$ cat src/rtl/battle_pkg.sv
// Shared definitions for the battle frame sequencer: phase indices and FSM states.
package battle_pkg;

    // Phase index, also the bit position in phStart / phAck / phDone / timeoutFlags.
    typedef enum logic [1:0] {
        PH_FRONT  = 2'd0,
        PH_DAMAGE = 2'd1,
        PH_MOVE   = 2'd2,
        PH_SPAWN  = 2'd3
    } ph_idx_e;

    // RUN and ACK are shared by all four phases; the phase index rides alongside.
    typedef enum logic [1:0] {
        ST_IDLE = 2'd0,
        ST_RUN  = 2'd1,
        ST_ACK  = 2'd2,
        ST_FIN  = 2'd3
    } seq_state_e;

    // One-hot strobe vector for a phase index.
    function automatic logic [3:0] ph_onehot(input ph_idx_e idx);
        return 4'b0001 << idx;
    endfunction

endpackage

$ cat src/rtl/battle_frame_sequencer_sat_counter.sv
// Saturating up-counter with synchronous clear; clear and increment together yield 1.
module sat_counter
    import battle_pkg::*;
#(
    parameter int CNT_W = 16
) (
    input  logic             clk,
    input  logic             rst,
    input  logic             inc,
    input  logic             clr,
    output logic [CNT_W-1:0] count
);

    logic [CNT_W-1:0] count_q, count_d;

    // Clear first, then count up unless already at all-ones.
    always_comb begin
        count_d = count_q;
        if (clr) begin
            count_d = '0;
        end
        if (inc && (count_d != {CNT_W{1'b1}})) begin
            count_d = count_d + 1'b1;
        end
    end

    // Count register, cleared asynchronously.
    always_ff @(posedge clk or negedge rst) begin
        if (!rst) begin
            count_q <= '0;
        end else begin
            count_q <= count_d;
        end
    end

    assign count = count_q;

endmodule

$ cat src/rtl/battle_frame_sequencer.sv
// Per-frame phase scheduler: on each accepted tick it handshakes FRONT, DAMAGE, MOVE
// and SPAWN in order, buffers one early tick, counts dropped ticks and frames, and
// force-acks any phase whose Done does not arrive within TIMEOUT cycles.
module battle_frame_sequencer
    import battle_pkg::*;
#(
    parameter int TIMEOUT = 256,
    parameter int CNT_W   = 16
) (
    input  logic             clk,
    input  logic             rst,
    input  logic             frameTick,
    input  logic             pause,
    input  logic [3:0]       phDone,
    input  logic             clrErr,
    output logic [3:0]       phStart,
    output logic [3:0]       phAck,
    output logic             busy,
    output logic             frameDone,
    output logic [CNT_W-1:0] frameCount,
    output logic [CNT_W-1:0] overrunCount,
    output logic [3:0]       timeoutFlags
);

    localparam int             TW        = $clog2(TIMEOUT);
    localparam logic [TW-1:0]  WAIT_LAST = TW'(TIMEOUT - 1);

    seq_state_e    state_q, state_d;
    ph_idx_e       ph_q, ph_d;
    logic          pending_q, pending_d;
    logic          busy_q, busy_d;
    logic [3:0]    ph_start_q, ph_start_d;
    logic [3:0]    ph_ack_q, ph_ack_d;
    logic          frame_done_q, frame_done_d;
    logic [TW-1:0] wait_q, wait_d;
    logic [3:0]    flags_q, flags_d;
    ph_idx_e       ph_next;
    logic          frame_inc;
    logic          over_inc;

    assign ph_next   = ph_idx_e'(ph_q + 2'd1);
    assign frame_inc = (state_q == ST_FIN);
    // A tick while a frame runs and one is already buffered is lost.
    assign over_inc  = frameTick & busy_q & pending_q;

    // Next-state and next-output logic; every output is registered from these.
    always_comb begin
        state_d      = state_q;
        ph_d         = ph_q;
        pending_d    = pending_q;
        busy_d       = busy_q;
        ph_start_d   = '0;
        ph_ack_d     = '0;
        frame_done_d = 1'b0;
        wait_d       = wait_q;
        flags_d      = clrErr ? 4'b0000 : flags_q;

        // Buffer the first early tick of a running frame.
        if (frameTick && busy_q && !pending_q) begin
            pending_d = 1'b1;
        end

        case (state_q)
            ST_IDLE: begin
                if (frameTick && pause) begin
                    pending_d = 1'b1;
                end
                if ((frameTick || pending_q) && !pause) begin
                    state_d    = ST_RUN;
                    ph_d       = PH_FRONT;
                    pending_d  = 1'b0;
                    busy_d     = 1'b1;
                    wait_d     = '0;
                    ph_start_d = ph_onehot(PH_FRONT);
                end
            end
            ST_RUN: begin
                if (phDone[ph_q]) begin
                    state_d  = ST_ACK;
                    ph_ack_d = ph_onehot(ph_q);
                end else if (wait_q == WAIT_LAST) begin
                    // Timeout set wins over a same-cycle clear for this bit.
                    flags_d[ph_q] = 1'b1;
                    state_d       = ST_ACK;
                    ph_ack_d      = ph_onehot(ph_q);
                end else begin
                    wait_d     = wait_q + 1'b1;
                    ph_start_d = ph_onehot(ph_q);
                end
            end
            ST_ACK: begin
                if (ph_q == PH_SPAWN) begin
                    state_d = ST_FIN;
                end else begin
                    state_d    = ST_RUN;
                    ph_d       = ph_next;
                    wait_d     = '0;
                    ph_start_d = ph_onehot(ph_next);
                end
            end
            ST_FIN: begin
                frame_done_d = 1'b1;
                busy_d       = 1'b0;
                state_d      = ST_IDLE;
            end
            default: begin
                state_d = ST_IDLE;
            end
        endcase
    end

    // FSM state and registered outputs; all drop immediately on reset.
    always_ff @(posedge clk or negedge rst) begin
        if (!rst) begin
            state_q      <= ST_IDLE;
            ph_q         <= PH_FRONT;
            pending_q    <= 1'b0;
            busy_q       <= 1'b0;
            ph_start_q   <= '0;
            ph_ack_q     <= '0;
            frame_done_q <= 1'b0;
            wait_q       <= '0;
            flags_q      <= '0;
        end else begin
            state_q      <= state_d;
            ph_q         <= ph_d;
            pending_q    <= pending_d;
            busy_q       <= busy_d;
            ph_start_q   <= ph_start_d;
            ph_ack_q     <= ph_ack_d;
            frame_done_q <= frame_done_d;
            wait_q       <= wait_d;
            flags_q      <= flags_d;
        end
    end

    sat_counter #(.CNT_W(CNT_W)) u_frame_cnt (
        .clk   (clk),
        .rst   (rst),
        .inc   (frame_inc),
        .clr   (1'b0),
        .count (frameCount)
    );

    sat_counter #(.CNT_W(CNT_W)) u_overrun_cnt (
        .clk   (clk),
        .rst   (rst),
        .inc   (over_inc),
        .clr   (clrErr),
        .count (overrunCount)
    );

    assign phStart      = ph_start_q;
    assign phAck        = ph_ack_q;
    assign busy         = busy_q;
    assign frameDone    = frame_done_q;
    assign timeoutFlags = flags_q;

endmodule

$ cat config.mk
export PLATFORM = sky130hd
export DESIGN_NAME = battle_frame_sequencer
export DESIGN_NICKNAME = d
export VERILOG_FILES = /design/src/rtl/battle_pkg.sv /design/src/rtl/battle_frame_sequencer_sat_counter.sv /design/src/rtl/battle_frame_sequencer.sv
export SDC_FILE = /design/constraint.sdc
export NUM_CORES = 1
export LEC_CHECK = 0
export ABC_AREA = 0
export ABC_CLOCK_PERIOD_IN_PS = 5200
export BUFFER_PORTS_ARGS = -buffer_cell sky130_fd_sc_hd__buf_2
export CORE_MARGIN = 4
export CORE_UTILIZATION = 44
export DETAILED_ROUTE_END_ITERATION = 16
export PLACE_DENSITY_LB_ADDON = 0.2
export SLEW_MARGIN = 20
export SYNTH_ARGS = -nofsm -noshare
export SYNTH_HDL_FRONTEND = slang
export SYNTH_SLANG_ARGS = --single-unit
$ cat constraint.sdc
create_clock -name clk -period 5.2 [get_ports clk]
set_clock_uncertainty 0.2 [all_clocks]
set_input_delay 0.78 -clock clk [delete_from_list [all_inputs] [get_ports clk]]
set_output_delay 0.78 -clock clk [all_outputs]
set_load 0.03 [all_outputs]
==> qor.txt <==
Final number of setup-violating endpoints -> 0
Synth async-reset ratio -> 100.0%
Worst Setup SP -> clrErr
Bufs on Longest Clock Path -> 2
Setup WS post-layout -> 2.233 ns
Tightest Pin Transition -> 1.087 ns
Share of cells above drive strength 1 -> 24.50%
Ant. Diodes -> 0
CTS buffer count -> 9
Cell count after synthesis -> 284
Top_reg_cell synth -> dfrtp_1
Initial antenna violation count -> 0
Port bufs -> 54
Wire per inst -> 15.10 um
Ys Warns -> 0
Sw frac -> 37.59%
Placed cell count -> 408
Fin nets -> 361
Unrepaired setup endpoints after global routing -> false
P per Cell Area -> 392.2 nW/um2
CP startpoint kind -> primary input
Reg2reg path depth -> 5
Fmax -> 337.0 MHz
Max-cap violations -> 0
Num rows -> 29
Compound-Gate Fraction of Synth Area -> 10.48%
Worst r2r dst -> wait_q[0]$_DFFE_PN0P_
Clk Latency, worst-skew pair -> 0.34 ns
Reg clk slew, reported paths -> 0.06 ns
Final WL -> 6.402 mm
Post-CTS Resized -> 0
Data required time of the worst path -> 5.22 ns
Slew Limit Fails -> 0
Synth Area in XOR/XNOR -> 6.087%
GRT Overall Usage -> 16.08%
P_leak -> 1.786 nW
Design Power -> 1.384 mW
CTS tree -> yes
Die Wd -> 90.87 um
Commonest non-fill, non-tap cell in the layout -> dfrtp_1
DRC errors left -> 0
Final hold vios -> 0
Die footprint -> 8257 um2
Total clock sinks -> 59
Slew HR -> 26.40%
Core area -> 6495 um2
Largest net degree at the start of global routing -> 60
Clock root buffer -> clkbuf_8
Vias/cell -> 5.583
Initial Utilization -> 46.52%
NetSw -> 0.5202 mW
Gate power share -> 29.4%
Crit Path Max Fanout -> 21
Maximum vdd drop -> 0.1934 mV
CP Capture Point -> u_overrun_cnt.count[7]$_DFF_PN0_
Hold slack final -> 0.2994 ns
Int Pwr -> 0.8637 mW
Share of power burned in registers -> 43.9%
Status -> finished clean
Mapped Avg Cell Area -> 10.64 um2
Adder-Cell Fraction of Synth Area -> 4.141%
DP HPWL -> 4.490 mm
Worst slack, placed -> 1.964 ns
Clock network power share -> 26.6%
Post-synthesis mux area share -> 4.762%
Critical path class -> primary input to flop
Final Non-Filler Cells -> 424
Final core occ -> 54.32%
Hold Crit Class -> flop to flop
DR pass1 iterations -> 6
Post-synth EDFFs -> 0
Worst R2R Setup Slack -> 2.46 ns
Crit path capture type -> flop
R2R Path Start -> state_q[1]$_DFFE_PN0P_
Largest family of logic cells by synthesized area -> simple AND/OR/NAND/NOR gates
Hold path start -> u_frame_cnt.count[5]$_DFFE_PN0P_
ANT nets after route -> 0
Fin crit share -> 57.06%
Final Wtd Congestion -> 0.8185
Cell variety after synth -> 47
Flops & latches, synth -> 59
CTS Hold Bufs -> 0
H-tree depth -> 3
Commonest non-fill, non-tap cells in the layout -> dfrtp_1, buf_2, nor2_1, nand3_1, nand2_1
Top Ports -> 55
1st-iter DRT viols -> 91
Post-Place Cell Area -> 3356 um2
Mapped Nets -> 303
Post-Syn Area -> 3022 um2
CP arrival -> 2.99 ns
Die Y -> 90.87 um
Sequential area share after synthesis -> 48.86%
Grt total ovfl -> 0
Post-CTS setup buffers -> 0
Simple-gate area share of the yosys netlist -> 23.73%
Syn-to-layout area delta -> 16.77%
Setup TNS -> 0 ns
Post-route cell area -> 3528 um2
Vias -> 2367
Global-route wire length before repair -> 10.63 mm
Vias in the first global route -> 2189
Final min period -> 2.967 ns
## how the worst min path moves through the flow
stage	end	slack, ns	cells after the start
after floorplan	busy$_DFFE_PN0P_	0.28	0
after global placement	u_frame_cnt.count[5]$_DFFE_PN0P_	0.28	1
after detailed placement	timeoutFlags[1]$_DFF_PN0_	0.30	1
after CTS	u_frame_cnt.count[4]$_DFFE_PN0P_	0.30	1
after global routing	u_frame_cnt.count[4]$_DFFE_PN0P_	0.33	1
final	u_frame_cnt.count[5]$_DFFE_PN0P_	0.30	1
## routing by layer
metal | part of all wire, % | up-vias | track usage, %
met5 | 0 | - | 0
met4 | 1.3 | 0 | 6.281
met3 | 5.2 | 9 | 5.250
met2 | 45 | 61 | 24.03
met1 | 48 | 1146 | 21.63
li1 | - | 1151 | -
## cell usage after synthesis, drive strengths merged, types with 2 or more instances
cell / number / area (um2)
a2111oi: 2 / 23.77
a211o: 5 / 43.79
a211oi: 2 / 20.02
a21oi: 6 / 30.03
a22o: 7 / 61.31
a22oi: 4 / 30.03
and2: 3 / 18.77
and3: 11 / 68.82
and4: 4 / 35.03
buf: 3 / 21.27
clkbuf: 5 / 18.77
dfrtp: 59 / 1476
ha: 10 / 125.1
inv: 5 / 18.77
mux2: 9 / 101.4
mux2i: 2 / 20.02
nand2: 15 / 56.30
nand2b: 5 / 31.28
nand3: 20 / 100.1
nand3b: 4 / 55.05
nand4: 9 / 56.30
nand4b: 2 / 17.52
nor2: 23 / 86.33
nor2b: 14 / 87.58
nor3: 11 / 55.05
nor4: 3 / 25.02
o21ai: 7 / 35.03
xnor2: 14 / 122.6
xor2: 7 / 61.31
## flip-flops by register name (all words and copies together), names as in the netlist
register             count
busy                     1
frameDone                1
pending_q                1
phAck                    4
phStart                  4
ph_q                     2
state_q                  2
timeoutFlags             4
u_frame_cnt.count       16
u_overrun_cnt.count     16
wait_q                   8
## power by group through the flow
stage / logic [mW] / registers [mW] / clock network, mW
after floorplan: 0.240 / 0.659 / 0
after global placement: 0.401 / 0.615 / 0
after detailed placement: 0.407 / 0.617 / 0
after CTS: 0.411 / 0.607 / 0.382
after global routing: 0.447 / 0.622 / 0.402
final: 0.408 / 0.608 / 0.369
## kinds of logic after synthesis
kind of cell	Yosys count
multiplexers	12
AO/OA/AOI/OAI	42
XOR/XNOR	21
AND/OR/NAND/NOR	127
flip-flops	59
adder cells (fa/ha/maj)	10
buffers and inverters	13
## cell type report
| type | instances | area (um2) |
|---|---|---|
| clock buffers | 14 | 162.7 |
| clock inverters | 2 | 10.01 |
| fillers | 588 | 2967 |
| inverters | 5 | 18.77 |
| multi-input cells | 212 | 1486 |
| flip-flops and latches | 59 | 1476 |
| well taps | 77 | 96.34 |
| repair buffers | 55 | 277.8 |
## worst max-delay path: stages
cell,delay [ns]
buf_2,0.22
nor2b_1,0.23
ha_1,0.22
nand3_1,0.15
nor3_1,0.51
a21oi_1,0.35
nand3_1,0.19
mux2_2,0.34
Power figures use the tool's default switching activity.
